### config.mk
export PLATFORM = sky130hd
export DESIGN_NAME = fwd_ctrl
export DESIGN_NICKNAME = d
export VERILOG_FILES = /design/src/rtl/fwd_ctrl.sv
export SDC_FILE = /design/constraint.sdc
export NUM_CORES = 1
export LEC_CHECK = 0
export BUFFER_PORTS_ARGS = -buffer_cell sky130_fd_sc_hd__buf_2
export CAP_MARGIN = 10
export CELL_PAD_IN_SITES_DETAIL_PLACEMENT = 0
export CELL_PAD_IN_SITES_GLOBAL_PLACEMENT = 1
export CORE_ASPECT_RATIO = 0.7
export CORE_MARGIN = 1.5
export CORE_UTILIZATION = 30
export DETAILED_ROUTE_END_ITERATION = 16
export GPL_TIMING_DRIVEN = 0
export PLACE_DENSITY = 0.71
export SLEW_MARGIN = 40
export SYNTH_ARGS = -nofsm -noshare
export SYNTH_HDL_FRONTEND = slang
export SYNTH_SLANG_ARGS = --single-unit
export TNS_END_PERCENT = 10
### constraint.sdc
create_clock -name clk -period 2.48 [get_ports clk]
set_input_delay 0.124 -clock clk [delete_from_list [all_inputs] [get_ports clk]]
set_output_delay 0.124 -clock clk [all_outputs]
set_load 0.02 [all_outputs]
### src/rtl/fwd_ctrl.sv
// Forwarding and load-use hazard control for a 5-stage pipeline.
// Tracks EX/MEM/WB destinations and registers EX operand-mux selects one cycle ahead.
module fwd_ctrl #(
   parameter int unsigned REG_AW = 5,
   parameter int unsigned CNT_W  = 16
) (
   input  logic              clk,
   input  logic              rst_n,
   input  logic              id_valid,
   input  logic [REG_AW-1:0] id_rs,
   input  logic [REG_AW-1:0] id_rt,
   input  logic              id_rs_used,
   input  logic              id_rt_used,
   input  logic [REG_AW-1:0] id_rd,
   input  logic              id_reg_write,
   input  logic              id_mem_read,
   input  logic              flush,
   input  logic              cnt_clr,
   output logic              fwd_a_c0,
   output logic              fwd_a_c1,
   output logic              fwd_b_c0,
   output logic              fwd_b_c1,
   output logic              stall,
   output logic [CNT_W-1:0]  stall_cnt
);

   logic [REG_AW-1:0] r_ex_rd, r_mem_rd, r_wb_rd;
   logic              r_ex_wr, r_mem_wr, r_wb_wr;
   logic              r_ex_ld, r_mem_ld, r_wb_ld;
   logic [1:0]        r_fwd_a, r_fwd_b;
   logic [CNT_W-1:0]  r_stall_cnt;

   logic              w_stall;
   logic              w_rs_hit, w_rt_hit;
   logic              w_issue;
   logic [1:0]        w_sel_a, w_sel_b;

   // Nearest producer wins: EX (01), then MEM (10), then WB (11), else register file.
   function automatic logic [1:0] f_sel(
      input logic [REG_AW-1:0] src,
      input logic              used,
      input logic              blocked,
      input logic [REG_AW-1:0] ex_rd,
      input logic              ex_wr,
      input logic [REG_AW-1:0] mem_rd,
      input logic              mem_wr,
      input logic [REG_AW-1:0] wb_rd,
      input logic              wb_wr
   );
      logic [1:0] sel;
      sel = 2'b00;
      if (!blocked && used && (src != '0)) begin
         if (ex_wr && (ex_rd == src)) begin
            sel = 2'b01;
         end else if (mem_wr && (mem_rd == src)) begin
            sel = 2'b10;
         end else if (wb_wr && (wb_rd == src)) begin
            sel = 2'b11;
         end
      end
      return sel;
   endfunction

   always_comb begin
      w_rs_hit = id_rs_used && (id_rs != '0) && (id_rs == r_ex_rd);
      w_rt_hit = id_rt_used && (id_rt != '0) && (id_rt == r_ex_rd);
      // Gated by rst_n so stall stays low while held in reset.
      w_stall  = rst_n && id_valid && !flush && r_ex_ld && r_ex_wr && (w_rs_hit || w_rt_hit);
      w_issue  = id_valid && !flush && !w_stall;
      w_sel_a  = f_sel(id_rs, id_rs_used, !w_issue, r_ex_rd, r_ex_wr,
                       r_mem_rd, r_mem_wr, r_wb_rd, r_wb_wr);
      w_sel_b  = f_sel(id_rt, id_rt_used, !w_issue, r_ex_rd, r_ex_wr,
                       r_mem_rd, r_mem_wr, r_wb_rd, r_wb_wr);
   end

   always_ff @(posedge clk) begin
      if (!rst_n) begin
         r_ex_rd  <= '0;
         r_ex_wr  <= 1'b0;
         r_ex_ld  <= 1'b0;
         r_mem_rd <= '0;
         r_mem_wr <= 1'b0;
         r_mem_ld <= 1'b0;
         r_wb_rd  <= '0;
         r_wb_wr  <= 1'b0;
         r_wb_ld  <= 1'b0;
         r_fwd_a  <= 2'b00;
         r_fwd_b  <= 2'b00;
      end else begin
         r_wb_rd  <= r_mem_rd;
         r_wb_wr  <= r_mem_wr;
         r_wb_ld  <= r_mem_ld;
         r_mem_rd <= r_ex_rd;
         r_mem_wr <= r_ex_wr;
         r_mem_ld <= r_ex_ld;
         if (w_issue) begin
            r_ex_rd <= id_rd;
            r_ex_wr <= id_reg_write && (id_rd != '0);
            r_ex_ld <= id_mem_read;
         end else begin
            r_ex_rd <= '0;
            r_ex_wr <= 1'b0;
            r_ex_ld <= 1'b0;
         end
         r_fwd_a <= w_sel_a;
         r_fwd_b <= w_sel_b;
      end
   end

   always_ff @(posedge clk) begin
      if (!rst_n) begin
         r_stall_cnt <= '0;
      end else if (cnt_clr) begin
         r_stall_cnt <= '0;
      end else if (w_stall && !(&r_stall_cnt)) begin
         r_stall_cnt <= r_stall_cnt + 1'b1;
      end
   end

   assign stall     = w_stall;
   assign stall_cnt = r_stall_cnt;
   assign fwd_a_c0  = r_fwd_a[0];
   assign fwd_a_c1  = r_fwd_a[1];
   assign fwd_b_c0  = r_fwd_b[0];
   assign fwd_b_c1  = r_fwd_b[1];

   logic w_unused;
   assign w_unused = r_wb_ld;

endmodule

; ---- Word level (Yosys, flattened, before mapping)
; Index checks and enable logic that the tools add are counted.
[word_totals]
mem_bits_ro = 0
ramBits = 0
out_inout_bits = 21
inputBits = 24
latchBits = 0
register_bits = 39
word_cells = 67
memories = 0
[classes]
order_cmp = 0
addsub = 1
mux = 6
div_mod_pow = 0
n_reduce_logical = 37
shifts = 0
mul = 0
n_eq_ne = 8
bitwise_logic = 3
[ops]
columns = cell, count
row1 = 5-bit == test, 8
row2 = 1-bit logical AND, 23
row3 = 16-bit by 1-bit adder with 16-bit output (second input constant), 1
row4 = 16-bit AND reduction, 1
row5 = 5-bit nonzero test, 3
row6 = 2-bit two-way mux, 4
row7 = 2-bit AND reduction, 3
row8 = 3-bit OR reduction, 2
row9 = 1-bit logical NOT, 3
row10 = 1-bit inverter, 3
row11 = 1-bit two-way mux, 2
row12 = 2-bit OR reduction, 1
row13 = 1-bit logical OR, 1

; ---- Depth between registers and ports, before layout
; Gate-level depths: netlist of the first run.
[logic_depth]
ltp_word = 11
depth_mapped = 9
ltp_nobuf = 7

; ---- Worst setup path before layout of the first run
; No wires, ideal clock.
[synth_path]
path_kind = register to register
start = register r_ex_rd[1]
end = register r_stall_cnt[8], in the netlist stall_cnt[8]
stages_incl_launch_ff = 8
required_ns = 2.365
slack_ns = 0.757
setup_ns = 0.115
t_arrival_ns = 1.609
path_buffers = 1
synth_period_minus_slack_ns = 1.723
path_cell_list = dfxtp_1 -> xnor2_1 -> nand2_1 -> nor4_2 -> o21ai_2 -> buf_6 -> o31a_2 -> o21a_1
[synth_between]
elab_chain_cells = 5
word_cells_on_any_way = 7
classes_between = eq/ne (2) / reduce/logical (5)
[synth_rtl]
columns = item, line_no
row1 = start: declaration, 27  ; logic [REG_AW-1:0] r_ex_rd, r_mem_rd, r_wb_rd;
row2 = start signal: assignment, 97  ; r_ex_rd <= id_rd;
row3 = "5-bit == test, on equally long branches", "65, 66"
row4 = "1-bit logical AND, on equally long branches", "65, 66"
row5 = 1-bit logical OR *, 68  ; w_stall = rst_n && id_valid && !flush && r_ex_ld && r_ex_wr && (w_rs_hit || w_rt_hit);
row6 = 1-bit logical AND *, 68
row7 = 1-bit logical AND *, 115  ; end else if (w_stall && !(&r_stall_cnt)) begin
row8 = end signal: assignment, 116  ; r_stall_cnt <= r_stall_cnt + 1'b1;
row9 = end: declaration, 31  ; logic [CNT_W-1:0] r_stall_cnt;
; Mark *: on every way between the ends. The rest lies on a longest branch, timed or not.
; A chain may end at the register's enable or synchronous reset.

; ---- Final worst setup path of the first run
[layout_path]
start = register r_ex_rd[4]
end = output port stall
[layout_between]
elab_chain_cells = 4
word_cells_on_any_way = 6
classes_between = eq/ne (2) / reduce/logical (4)
[layout_rtl]
columns = item, line_no
row1 = "5-bit == test, on equally long branches", "65, 66"
row2 = "1-bit logical AND, on equally long branches", "65, 66"
row3 = 1-bit logical OR *, 68
row4 = 1-bit logical AND *, 68
row5 = end: declaration, 23  ; output logic stall,
; Marks and branches as above.

==> run summary, run 1 <==
Sum Neg Setup Slack -> 0 ps
First-pass GRT wire length -> 7490 µm
Reg2Reg Capture Point -> stall_cnt[15]
Worst reg-to-reg path cell count -> 6
Die ar. -> 0.00688 mm²
Final cycle utilization of the critical path -> 81.4%
Placer Congestion -> 0.863
Final antenna-violating net count -> 0
Cell accounting for the most synthesized area -> dfxtp_1
Max-slew violations -> 0
Clock Tree Buf Depth -> 2
Fmax -> 496 MHz
Die height -> 69.9 µm
Root buffer cell -> clkbuf_8
Fin nets -> 287
Outcome -> complete, no violations
IO Pins -> 45
Worst Path Max Fanout -> 4
Worst-Skew Late Latency -> 290 ps
P_leak -> 0.912 nW
Worst Skew -> 8.57 ps
# Max-Cap Violations -> 0
FF/Latch Area -> 781 µm²
Drt first pass iters -> 4
Ys Warns -> 0
CP endpoint -> stall
Final antenna diode count -> 0
Total Routing Usage GR -> 13.7%
Power per standard cell area -> 573 mW/mm²
Row cnt -> 24
Detailed Place HPWL -> 3640 µm
Antenna violations before repair -> 0
PortBufs -> 44
Routed WL -> 4560 µm
Clock Sinks -> 39
Synth cell types -> 39
Worst r2r src -> r_ex_rd[4]
Gr ovfl total -> 0
Crit path required time -> 2360 ps
Drt wl/cell -> 13.4 µm
Largest net degree at the start of global routing -> 14
Layout cells sized above 1 -> 24.0%
Netlist Area Pre-Place -> 0.00192 mm²
Starting Density -> 31.0%
Type of origin of the critical path -> register
Seq cells post-synth -> 39
# fillers -> 653
RSZ-0062 raised after global routing -> no
H-tree levels -> 2
DRT iter0 DRCs -> 79
Maximum vdd drop -> 297 µV
Avg Cell Area, Syn -> 9.08 µm²
CP startpoint -> r_ex_rd[4]
Hold slack -> 33.7 ps
Multi-input logic area -> 0.00108 mm²
Cells after Synth -> 211
CP Class -> register to primary output
Via density -> 4.84
TritonCTS Buffers -> 5
Rel. slew slack -> 69.4%
Drt drc -> 0
Vias in the first global route -> 1476
Area Overhead vs Synth -> 23.7%
Routed via count -> 1652
Die X-Extent -> 98.5 µm
CTS Hold Buffers Added -> 0
Post-synthesis net count -> 236
Setup slack, reg-to-reg -> 490 ps
Post-layout minimum cycle time -> 2020 ps
WP data arrival -> 1890 ps
Register area share after synthesis -> 40.8%
Worst-margin pin slew -> 459 ps
Post-CTS Setup Inserts -> 0
Pwr Total -> 0.00136 W
Critical Path Sink Type -> primary output
Area share of the largest cell type after synthesis -> 40.8%
Synth top area cells -> dfxtp_1 41%, xor2_1 8.7%, and2_1 5.9%
Core area -> 0.00619 mm²
CTS tree -> done
Worst-path clk slew -> 80 ps
Min-delay worst type -> input pin to register
Resize count post-CTS -> 0
Hold Vio Cnt, Final -> 0
# setup viols final -> 0
## critical path: stages (launching register included)
cell and delay [ps]:
dfxtp_1 420, xnor2_1 140, nand2_1 110, nor4_2 420
nor2_1 170, nor2_1 160, buf_2 200
## cells by family after synthesis
group,count (synthesis),synth area share (%)
flops,39,40.8
mux,1,0.523
xor+xnor,31,14.2
compound gates,37,12.5
simple gates,93,28.3
buf+inv,9,3.07
fa+ha+maj,1,0.653
## report_power, final
group	switching, W	total, W	leakage, nW	internal (W)
logic	0.0000481	0.0000886	0.533	0.0000405
registers	0.00000623	0.000637	0.315	0.000631
clock network	0.000231	0.000632	0.0644	0.000401
total	0.000285	0.00136	0.912	0.00107
## layout make-up
cell class | count | area share (%)
clock buffer | 5 | 2.90
timing repair buffer | 44 | 9.29
buffer | 4 | 1.69
multi-input combinational | 163 | 45.4
tap | 78 | 4.12
sequential | 39 | 32.9
clock inverter | 3 | 2.85
inverter | 5 | 0.792
## flip-flops by register name (all words and copies together), names as in the netlist, 2 cells and up
register   cells
stall_cnt     16
r_ex_rd        5
r_mem_rd       5
r_wb_rd        5
r_fwd_a        2
r_fwd_b        2
## stage by stage
step	instance area [µm²]	setup slack, ps	utilization [%]	cells
final	2370	462	38.3	341
after global routing	2370	350	38.3	341
after CTS	2370	461	38.3	341
after detailed placement	2230	388	36.1	333
after global placement	2230	392	36.1	333
after floorplan	1920	757	-	211
## cell usage in the layout (no fill, tap or decap), drive strengths merged
| cell type | instances |
|---|---|
| or3 | 6 |
| nor4b | 2 |
| and3 | 2 |
| dfxtp | 39 |
| a311oi | 1 |
| clkinvlp | 1 |
| bufinv | 2 |
| o21a | 4 |
| o31ai | 3 |
| o211ai | 2 |
| and3b | 1 |
| nor2b | 3 |
| xor2 | 19 |
| or2 | 1 |
| nand2 | 18 |
| buf | 46 |
| nand3 | 8 |
| and2 | 19 |
| a21oi | 9 |
| dlygate4sd3 | 1 |
| and4 | 1 |
| nor3 | 3 |
| nor2 | 6 |
| a211oi | 3 |
| o21ai | 13 |
| ha | 1 |
| clkbuf | 6 |
| or4 | 7 |
| o31a | 2 |
| or2b | 1 |
| nor4 | 9 |
| nand4 | 6 |
| mux2i | 1 |
| inv | 5 |
| xnor2 | 12 |
## per-layer routing
| metal | wire length [µm] | up-vias | GRT usage [%] |
|---|---|---|---|
| met3 | 207 | 4 | 3.80 |
| li1 | - | 861 | - |
| met4 | 40 | 0 | 3.76 |
| met2 | 1690 | 32 | 17.1 |
| met5 | 0 | - | 0 |
| met1 | 2630 | 755 | 22.3 |
## synth_stat cells, drive strengths merged
cell,n
or2b,1
and3,2
clkbuf,1
a211oi,3
inv,5
o31ai,3
o21ai,13
dfxtp,39
or2,1
nand3,8
ha,1
buf,2
mux2i,1
nor4b,2
o31a,2
nor4,9
xnor2,12
or4,7
and4,1
o211ai,2
nor2b,3
nand4,6
and3b,1
nand2,18
and2,19
nor3,3
nor2,6
or3,6
dlygate4sd3,1
xor2,19
a21oi,9
o21a,4
a311oi,1
## how the worst min path moves through the flow
stage / startpoint / endpoint / depth (start not counted)
final: id_mem_read / r_ex_ld / 2
after global routing: id_mem_read / r_ex_ld / 2
after CTS: id_mem_read / r_ex_ld / 2
after detailed placement: id_mem_read / r_ex_ld / 2
after global placement: id_mem_read / r_ex_ld / 2
after floorplan: id_mem_read / r_ex_ld / 1
(Power assumes the default switching activity.)
==> inputs of run 2 (changes only) <==
--- a/config.mk
+++ b/config.mk
@@ -14,7 +14,7 @@
 export CORE_UTILIZATION = 30
 export DETAILED_ROUTE_END_ITERATION = 16
 export GPL_TIMING_DRIVEN = 0
-export PLACE_DENSITY = 0.71
+export PLACE_DENSITY = 0.74
 export SLEW_MARGIN = 40
 export SYNTH_ARGS = -nofsm -noshare
 export SYNTH_HDL_FRONTEND = slang
==> constraint.sdc (replaced) <==
create_clock -name clk -period 1.7 [get_ports clk]
set_input_delay 0.085 -clock clk [delete_from_list [all_inputs] [get_ports clk]]
set_output_delay 0.085 -clock clk [all_outputs]
set_load 0.02 [all_outputs]
==> run 2 against run 1 <==
The run now ends with setup timing left. Non-clock buffer count up 9. Largest power group unchanged. Die area unchanged. Flip-flop and latch count unchanged. Highest routed layer unchanged. Global-route usage up 0.51 points. First-iteration DRC count up 39%. Combinational power up 85%.
==> run summary, run 2 (synthesis gave the netlist of run 1 again) <==
Outcome -> complete, but fails checks
Failing checks -> setup timing
CP max stage cell -> dfxtp_2
Hold Vio Cnt, Final -> 0
TritonCTS Buffers -> 5
Final Util -> 42.1%
DRT iter0 DRCs -> 110
First-pass GRT wire length -> 7670 µm
Antenna violations before repair -> 0
Power per standard cell area -> 727 mW/mm²
Die X-Extent -> 98.5 µm
Final antenna-violating net count -> 0
Maximum vdd drop -> 449 µV
Routed WL -> 4880 µm
Largest net degree at the start of global routing -> 15
# setup viols final -> 16
Drt first pass iters -> 4
Vias in the first global route -> 1557
Worst-path clk slew -> 80 ps
Switching share of power -> 23.9%
Worst Hold Path EP -> r_ex_rd[3]
Max-slew violations -> 0
Clock Tree Buf Depth -> 2
Starting Density -> 31.0%
Seq pwr share -> 49.1%
Sum Neg Setup Slack -> -1400 ps
CP cell instances -> xnor2_1, nand2_1, nor4_4, o21ai_2, buf_6, o31a_2, o21a_1
Most common cell after layout, fill and taps aside -> buf_2
Worst-margin pin slew -> 513 ps
Rel. slew slack -> 65.7%
Hold depth -> 2
IO Pins -> 45
Crit path required time -> 1890 ps
CTS tree -> done
Clock Sinks -> 39
Fin nets -> 296
Setup slack, reg-to-reg -> -130 ps
Total Routing Usage GR -> 14.2%
H-tree levels -> 2
Type of origin of the critical path -> register
Post-layout minimum cycle time -> 1830 ps
Layout cells sized above 1 -> 37.5%
Worst r2r src -> r_ex_rd[4]
WP data arrival -> 2030 ps
Core area -> 0.00619 mm²
Worst Path Max Fanout -> 5
# fillers -> 622
Drt drc -> 0
Critical Path Sink Type -> register
FF/Latch Area -> 800 µm²
Row cnt -> 24
Die ar. -> 0.00688 mm²
Comb power frac -> 8.7%
Area Overhead vs Synth -> 35.9%
Detailed Place HPWL -> 3580 µm
Clock power frac -> 42.2%
Worst reg-to-reg path cell count -> 7
Root buffer cell -> clkbuf_8
Via density -> 4.86
# Max-Cap Violations -> 0
Place WS -> -377 ps
Final antenna diode count -> 0
Most frequent cells in the layout -> 43 x buf_2, 28 x dfxtp_1, 18 x and2_1, 17 x xor2_1, 16 x nand2_1
Max reg flops -> 16
Setup WS post-layout -> -134 ps
Multi-input logic area -> 0.00123 mm²
Drt wl/cell -> 13.9 µm
Routed via count -> 1700
PortBufs -> 44
P_int -> 0.00144 W
Final cycle utilization of the critical path -> 108%
Placer Congestion -> 0.905
Sw Pwr -> 0.000452 W
Min-delay worst type -> input pin to register
Die height -> 69.9 µm
CP peak stage delay -> 350 ps
RSZ-0062 raised after global routing -> yes
Hold Startpoint -> id_rd[3]
Worst-Skew Late Latency -> 290 ps
Worst Skew -> 4.54 ps
Gr ovfl total -> 0
CP Class -> register to register
Reg2Reg Capture Point -> stall_cnt[8]
Pwr Total -> 0.00189 W
P_leak -> 0.988 nW
Fmax -> 545 MHz
run 2: changes by cell type in the layout (fill, tap and decap cells not counted), moves of 4 or more:
cell	before	now
dfxtp_1	39	28
dlygate4sd3_1	1	5
dfxtp_2	0	9
buf_4	0	5
xnor2_1	12	8
nor4_1	7	2
xnor2_2	0	4
run 2: critical path: cells and delay by family, from the launching register on:
| kind | cells | cell delay (ps) |
|---|---|---|
| AO/OA/AOI/OAI | 3 | 600 |
| XOR/XNOR | 1 | 140 |
| buffers and inverters | 1 | 160 |
| flip-flops | 1 | 350 |
| AND/OR/NAND/NOR | 2 | 480 |
run 2: cell type report:
class | count | share of cell area, %
clock buffers | 5 | 2.64
well taps | 78 | 3.75
repair buffers | 53 | 11.7
clock inverters | 3 | 1.83
inverters | 5 | 0.721
plain buffers | 4 | 1.54
multi-input cells | 163 | 47.1
flip-flops and latches | 39 | 30.7
run 2: what timing repair did:
action,CTS,global route
pin swaps,20,15
endpoints found under the hold margin,4,0
hold buffers,4,0
endpoints found under the setup margin,23,25
setup buffers,1,3
gates resized for setup,22,21
cloned,1,0
run 2: power by group through the flow:
stage / Clock, W / Combinational [W] / Sequential (W)
3_5_place_dp: 0 / 0.000135 / 0.000951
6_report: 0.000799 / 0.000164 / 0.000929
3_3_place_gp: 0 / 0.000133 / 0.000951
4_1_cts: 0.000819 / 0.000154 / 0.000928
2_1_floorplan: 0 / 0.0000735 / 0.000949
5_1_grt: 0.000852 / 0.000180 / 0.000930
run 2: worst max-delay path by stage:
stage               start  cells past startpoint             to  slack, ps
2_1_floorplan  r_ex_rd[1]                      7   stall_cnt[8]          2
3_3_place_gp     id_rs[0]                      9   stall_cnt[0]       -350
3_5_place_dp     id_rs[0]                      9   stall_cnt[0]       -380
4_1_cts        r_ex_rd[0]                      6  stall_cnt[15]       -120
5_1_grt        r_ex_rd[4]                      8  stall_cnt[10]       -240
6_report       r_ex_rd[4]                      7   stall_cnt[8]       -130
run 2: per-stage QoR:
stage               area (µm²)  hold WS, ps  std cells
detailed placement        2240          294        333
floorplan                 1930          207        211
global placement          2240          294        333
CTS                       2490         2.98        347
finish                    2600         8.54        350
global route              2600         14.0        350
run 2: per-layer routing:
metal	part of all wire, %	track usage [%]	wire (µm)
met5	0	0	0
met4	0.84	4.23	41
met3	3.5	2.80	169
met2	41	20.0	2000
met1	55	21.8	2670
